[src/rtl/mips_defs_pkg.sv]
// Definitions shared between the control unit and the multiply/divide datapath.
package mips_defs;

    localparam int WORD_W = 32;

    localparam logic [5:0] FN_MULT = 6'h18;
    localparam logic [5:0] FN_DIV  = 6'h1a;

    typedef enum logic [2:0] {
        MD_IDLE = 3'd0,
        MD_MULT = 3'd1,
        MD_DIV  = 3'd2,
        MD_DONE = 3'd3,
        MD_DIVZ = 3'd4
    } md_state_e;

endpackage

[src/rtl/md_step.sv]
// One iteration of the shared datapath: radix-2 Booth step or restoring-divide step.
module md_step
    import mips_defs::*;
#(
    parameter int WIDTH = WORD_W
) (
    input  logic             div_i,
    input  logic [WIDTH:0]   acc_i,
    input  logic [WIDTH-1:0] q_i,
    input  logic             qm1_i,
    input  logic [WIDTH-1:0] m_i,
    output logic [WIDTH:0]   acc_o,
    output logic [WIDTH-1:0] q_o,
    output logic             qm1_o
);

    // acc carries one guard bit so Booth survives -(-2^(W-1)) and the divide
    // shift never loses the top remainder bit.
    logic [WIDTH:0] sum;
    logic [WIDTH:0] shifted;
    logic [WIDTH:0] trial;

    always_comb begin
        sum     = acc_i;
        shifted = '0;
        trial   = '0;
        acc_o   = acc_i;
        q_o     = q_i;
        qm1_o   = qm1_i;
        if (div_i) begin
            shifted = {acc_i[WIDTH-1:0], q_i[WIDTH-1]};
            trial   = shifted - {1'b0, m_i};
            qm1_o   = 1'b0;
            if (trial[WIDTH]) begin
                acc_o = shifted;
                q_o   = {q_i[WIDTH-2:0], 1'b0};
            end else begin
                acc_o = trial;
                q_o   = {q_i[WIDTH-2:0], 1'b1};
            end
        end else begin
            case ({q_i[0], qm1_i})
                2'b01:   sum = acc_i + {m_i[WIDTH-1], m_i};
                2'b10:   sum = acc_i - {m_i[WIDTH-1], m_i};
                default: sum = acc_i;
            endcase
            acc_o = {sum[WIDTH], sum[WIDTH:1]};
            q_o   = {sum[0], q_i[WIDTH-1:1]};
            qm1_o = q_i[0];
        end
    end

endmodule

[src/rtl/mult_div_unit.sv]
// Multicycle signed multiply/divide unit: one iteration per clock, HI/LO written on completion.
module mult_div_unit
    import mips_defs::*;
#(
    parameter int WIDTH = WORD_W,
    parameter int ITERS = WORD_W
) (
    input  logic             clock,
    input  logic             RESET_in,
    input  logic             MultOp,
    input  logic             DivOp,
    input  logic [WIDTH-1:0] A,
    input  logic [WIDTH-1:0] B,
    output logic [WIDTH-1:0] HI,
    output logic [WIDTH-1:0] LO,
    output logic             Div0,
    output logic             done
);

    localparam int CW = $clog2(ITERS);

    md_state_e        state_q, state_d;
    logic [CW-1:0]    count_q, count_d;
    logic [WIDTH:0]   acc_q, acc_d;
    logic [WIDTH-1:0] q_q, q_d;
    logic             qm1_q, qm1_d;
    logic [WIDTH-1:0] m_q, m_d;
    logic             sa_q, sa_d, sb_q, sb_d;
    logic             op_mul_q, op_mul_d;
    logic [WIDTH-1:0] hi_q, hi_d, lo_q, lo_d;

    logic [WIDTH:0]   step_acc;
    logic [WIDTH-1:0] step_q;
    logic             step_qm1;
    logic [WIDTH-1:0] a_mag, b_mag;

    assign a_mag = A[WIDTH-1] ? -A : A;
    assign b_mag = B[WIDTH-1] ? -B : B;

    md_step #(.WIDTH(WIDTH)) u_step (
        .div_i (state_q == MD_DIV),
        .acc_i (acc_q),
        .q_i   (q_q),
        .qm1_i (qm1_q),
        .m_i   (m_q),
        .acc_o (step_acc),
        .q_o   (step_q),
        .qm1_o (step_qm1)
    );

    always_comb begin
        state_d  = state_q;
        count_d  = count_q;
        acc_d    = acc_q;
        q_d      = q_q;
        qm1_d    = qm1_q;
        m_d      = m_q;
        sa_d     = sa_q;
        sb_d     = sb_q;
        op_mul_d = op_mul_q;
        hi_d     = hi_q;
        lo_d     = lo_q;
        case (state_q)
            MD_IDLE: begin
                if (MultOp) begin
                    state_d  = MD_MULT;
                    op_mul_d = 1'b1;
                    count_d  = '0;
                    acc_d    = '0;
                    q_d      = B;
                    qm1_d    = 1'b0;
                    m_d      = A;
                end else if (DivOp) begin
                    op_mul_d = 1'b0;
                    if (B == '0) begin
                        state_d = MD_DIVZ;
                    end else begin
                        state_d = MD_DIV;
                        count_d = '0;
                        acc_d   = '0;
                        q_d     = a_mag;
                        qm1_d   = 1'b0;
                        m_d     = b_mag;
                        sa_d    = A[WIDTH-1];
                        sb_d    = B[WIDTH-1];
                    end
                end
            end
            MD_MULT, MD_DIV: begin
                if ((state_q == MD_MULT) ? !MultOp : !DivOp) begin
                    state_d = MD_IDLE;
                end else begin
                    acc_d   = step_acc;
                    q_d     = step_q;
                    qm1_d   = step_qm1;
                    count_d = count_q + CW'(1);
                    if (count_q == CW'(ITERS - 1)) begin
                        state_d = MD_DONE;
                        if (state_q == MD_MULT) begin
                            hi_d = step_acc[WIDTH-1:0];
                            lo_d = step_q;
                        end else begin
                            // Truncating division: quotient sign from sa^sb, remainder follows dividend.
                            hi_d = sa_q ? -step_acc[WIDTH-1:0] : step_acc[WIDTH-1:0];
                            lo_d = (sa_q ^ sb_q) ? -step_q : step_q;
                        end
                    end
                end
            end
            MD_DONE: begin
                if (op_mul_q ? !MultOp : !DivOp) state_d = MD_IDLE;
            end
            MD_DIVZ: begin
                if (!DivOp) state_d = MD_IDLE;
            end
            default: state_d = MD_IDLE;
        endcase
    end

    always_ff @(posedge clock or negedge RESET_in) begin
        if (!RESET_in) begin
            state_q  <= MD_IDLE;
            count_q  <= '0;
            acc_q    <= '0;
            q_q      <= '0;
            qm1_q    <= 1'b0;
            m_q      <= '0;
            sa_q     <= 1'b0;
            sb_q     <= 1'b0;
            op_mul_q <= 1'b0;
            hi_q     <= '0;
            lo_q     <= '0;
        end else begin
            state_q  <= state_d;
            count_q  <= count_d;
            acc_q    <= acc_d;
            q_q      <= q_d;
            qm1_q    <= qm1_d;
            m_q      <= m_d;
            sa_q     <= sa_d;
            sb_q     <= sb_d;
            op_mul_q <= op_mul_d;
            hi_q     <= hi_d;
            lo_q     <= lo_d;
        end
    end

    assign HI   = hi_q;
    assign LO   = lo_q;
    assign done = (state_q == MD_DONE);
    assign Div0 = (state_q == MD_DIVZ);

endmodule

[config.mk]
export PLATFORM = sky130hd
export DESIGN_NAME = mult_div_unit
export DESIGN_NICKNAME = d
export VERILOG_FILES = /design/src/rtl/mips_defs_pkg.sv /design/src/rtl/md_step.sv /design/src/rtl/mult_div_unit.sv
export SDC_FILE = /design/constraint.sdc
export NUM_CORES = 1
export LEC_CHECK = 0
export BUFFER_PORTS_ARGS = -buffer_cell sky130_fd_sc_hd__buf_4
export CAP_MARGIN = 20
export CORE_UTILIZATION = 39
export DETAILED_ROUTE_END_ITERATION = 7
export GPL_TIMING_DRIVEN = 0
export PLACE_DENSITY_LB_ADDON = 0.05
export SYNTH_ARGS = -nofsm -noshare
export SYNTH_HDL_FRONTEND = slang
export SYNTH_SLANG_ARGS = --single-unit
[constraint.sdc]
create_clock -name clock -period 15.3 [get_ports clock]
set_input_delay 1.53 -clock clock [delete_from_list [all_inputs] [get_ports clock]]
set_output_delay 1.53 -clock clock [all_outputs]
set_load 0.05 [all_outputs]
==> results by group <==
Worst setup path
  – Crit Path Max Fanout: 8
  – Critical path's largest stage delay: 0.83 ns
  – R2R cell count: 28
  – Worst setup startpoint: q_q[31]
  – WP data arrival: 8.25 ns
  – Worst reg2reg startpoint: q_q[31]
  – FF-to-FF setup slack: 7.39 ns
  – WS Path Type: flop to flop
  – Element type at the critical path end: flop
  – Startpoint Class: flop
  – R2r endpoint: HI[31]
  – Slowest-stage cell, CP: nor2_1
  – Req. time, crit path: 15.64 ns

Yosys
  – Synth warnings: 0
  – Commonest cells in the netlist: nand2_1, o21ai_0, dfrtp_1
  – Async SR Flop Fraction: 100%
  – Syn avg cell area: 7.65 µm²
  – Syn_nets: ~2.2k
  – Synth top area share: 27.4%
  – Largest area contributor in the netlist: dfrtp_1
  – Most common cell in the netlist: nand2_1
  – Post-Syn Instances: 2069
  – Main flop type after synthesis: dfrtp_1
  – Synth area leaders: dfrtp_1, nand2_1, o21ai_0, xor2_1, ha_1
  – Cell Area, Synth: between 15000 and 20000 µm²
  – Post-synth EDFFs: 0
  – Sequential element share of the synthesized area: 27.4%
  – Yosys reg bits: around 170
  – Unique cell type count in the Yosys netlist: 84

Global route
  – Initial antenna violation count: 2
  – Gr ovfl total: 0
  – Gr usage total: 32.0%
  – Global-route wire length before repair: 98700 µm
  – Largest net degree at the start of global routing: 94
  – Number of global-route vias before repair: approximately 16k

Final layout
  – # diodes: 0
  – Layout area overhead: 14.3%
  – Post-route cell area: 18100 µm²
  – Share of cells above drive strength 1: 10.1%
  – Final Util: 45.3%
  – Nets: around 2.4k

Clock network
  – H-tree levels: 4
  – Hold buffers post-CTS: 0
  – CTS tree: done
  – Post-CTS Setup Inserts: 0
  – Root Buffer Master: clkbuf_16
  – Post_cts resized: 0
  – Clock transition at the registers of the reported paths: 0.08 ns
  – Worst-case clock buffer depth: 2
  – Clk_lat worst skew: roughly 0.48 ns
  – Clk sinks: 173
  – TritonCTS buffer count: 17

STA
  – Slew @ Worst Pin: 1.22 ns
  – Relative slew slack: between 10% and 20%
  – RSZ-0062 raised after global routing: false
  – Worst Clk Skew: about 0.018 ns
  – Maximum clock frequency: 0.126 GHz
  – Fin crit period: 7.91 ns
  – Final period utilization: 51.7%
  – Setup TNS: 0 ns
  – Final Max Tran Viols: 0
  – Setup violators final: 0
  – Final Hold Viols: 0

Route
  – Final WL: 65300 µm
  – Via count: 16.4k
  – Routed vias/inst: 5.93
  – DRC violation count after routing: 0
  – Initial DRC count: approximately 1.3k
  – WL per Instance: 23.7 µm
  – First-pass DRT Iterations: 5
  – Antenna-violating nets left: 0

Placement
  – GP Congestion: 0.960
  – DP Area: between 15000 and 20000 µm²
  – Port bufs: around 130
  – DP HPWL: 52600 µm

Outcome
  – Status: completed

Power
  – Pleak: 7.85 nW
  – PD cells: 269 nW/µm²
  – Max IR drop VDD: 0.111 mV

Die
  – DIE WIDTH: 203 µm
  – Core ar.: 39900 µm²
  – IO Pins: about 130
  – Core Rows: 73
  – Initial core utilization: 39.6%
  – Die area: just over 40000 µm²
  – Die Span Y: 203 µm

Min path
  – Sink of the worst hold path: HI[21]
  – Hold Path Cell Cnt: 2
  – Hold path startpoint: HI[21]
  – Hold Crit Class: flop to flop

Job
  – Max Cap Violations: 0
-- critical path, delay by kind of cell, from the launching register on --
family | cells | cell delay, ns
compound gates | 13 | 3.09
xor+xnor | 1 | 0.17
fa+ha+maj | 3 | 0.87
buf+inv | 4 | 1.13
flops | 1 | 0.46
simple gates | 7 | 2.03
-- state kept, by name, indices dropped and copies added (netlist names) --
name and count:
HI 32, acc_q 33, sa_q 1, op_mul_q 1, m_q 32, sb_q 1, q_q 32, qm1_q 1
LO 32, state_q 3, count_q 5
-- per-stage QoR --
| stage | hold slack (ns) | power (W) | std cells | setup WS [ns] |
|---|---|---|---|---|
| detailed placement | 0.468 | 0.00434 | 2728 | 7.52 |
| CTS | 0.487 | 0.00480 | 2760 | 7.49 |
| finish | 0.479 | 0.00486 | 2760 | 7.39 |
| global route | 0.501 | 0.00524 | 2760 | 7.16 |
| global placement | 0.462 | 0.00431 | 2727 | 7.50 |
| floorplan | 0.449 | 0.00323 | 2069 | 9.78 |
-- logic make-up (layout without fill, tap and decap cells) --
family                   Yosys count  count (layout)  synth area share, %
AND/OR/NAND/NOR                  725             725                 22.0
XOR/XNOR                         182             182                 10.1
AO/OA/AOI/OAI                    680             680                 26.5
adder cells (fa/ha/maj)           75              75                 6.02
multiplexers                      57              57                 3.70
flip-flops                       173             173                 27.4
buffers and inverters            177             343                 4.39
-- cell usage in the layout, fill, tap and decap left out, types with 34 or more instances in the layout --
cell,n
nand2_1,312
o21ai_0,211
dfrtp_1,173
a21oi_1,154
buf_4,133
nor2_1,118
xor2_1,109
clkbuf_1,88
xnor2_1,73
ha_1,73
inv_1,61
nand3_1,56
o21ai_1,47
mux2i_1,45
a31oi_1,44
nor3_1,34
and3_1,34
-- layer usage --
layer	vias up	share of wire, %	track usage (%)
met5	-	0	0
met4	0	3.6	12.6
met1	7917	45	42.3
met3	86	5.0	3.23
li1	7823	-	-
met2	553	47	53.4
-- worst max-delay path by stage --
stage	slack [ns]	cells past startpoint	to
floorplan	9.78	24	HI[30]
finish	7.39	28	HI[31]
global route	7.16	25	HI[30]
CTS	7.49	27	HI[30]
detailed placement	7.52	27	HI[30]
global placement	7.50	27	HI[30]
-- power breakdown --
group / total (W) / switching [W] / internal (W) / leakage [nW]
logic: 0.00369 / 0.00242 / 0.00127 / 5.30
registers: 0.000729 / 0.000147 / 0.000581 / 2.27
clock network: 0.000445 / 0.000227 / 0.000218 / 0.281
total: 0.00486 / 0.00280 / 0.00207 / 7.85
-- area by class of cell --
| class | instances | area (µm²) |
|---|---|---|
| buffer | 114 | 458 |
| fill | 4120 | 21800 |
| inverter | 63 | 236 |
| multi-input combinational | 1719 | 10800 |
| clock buffer | 18 | 429 |
| sequential | 173 | 4330 |
| timing repair buffer | 134 | 1030 |
| clock inverter | 14 | 143 |
| tap | 525 | 657 |
Power figures use the tool's default switching activity.
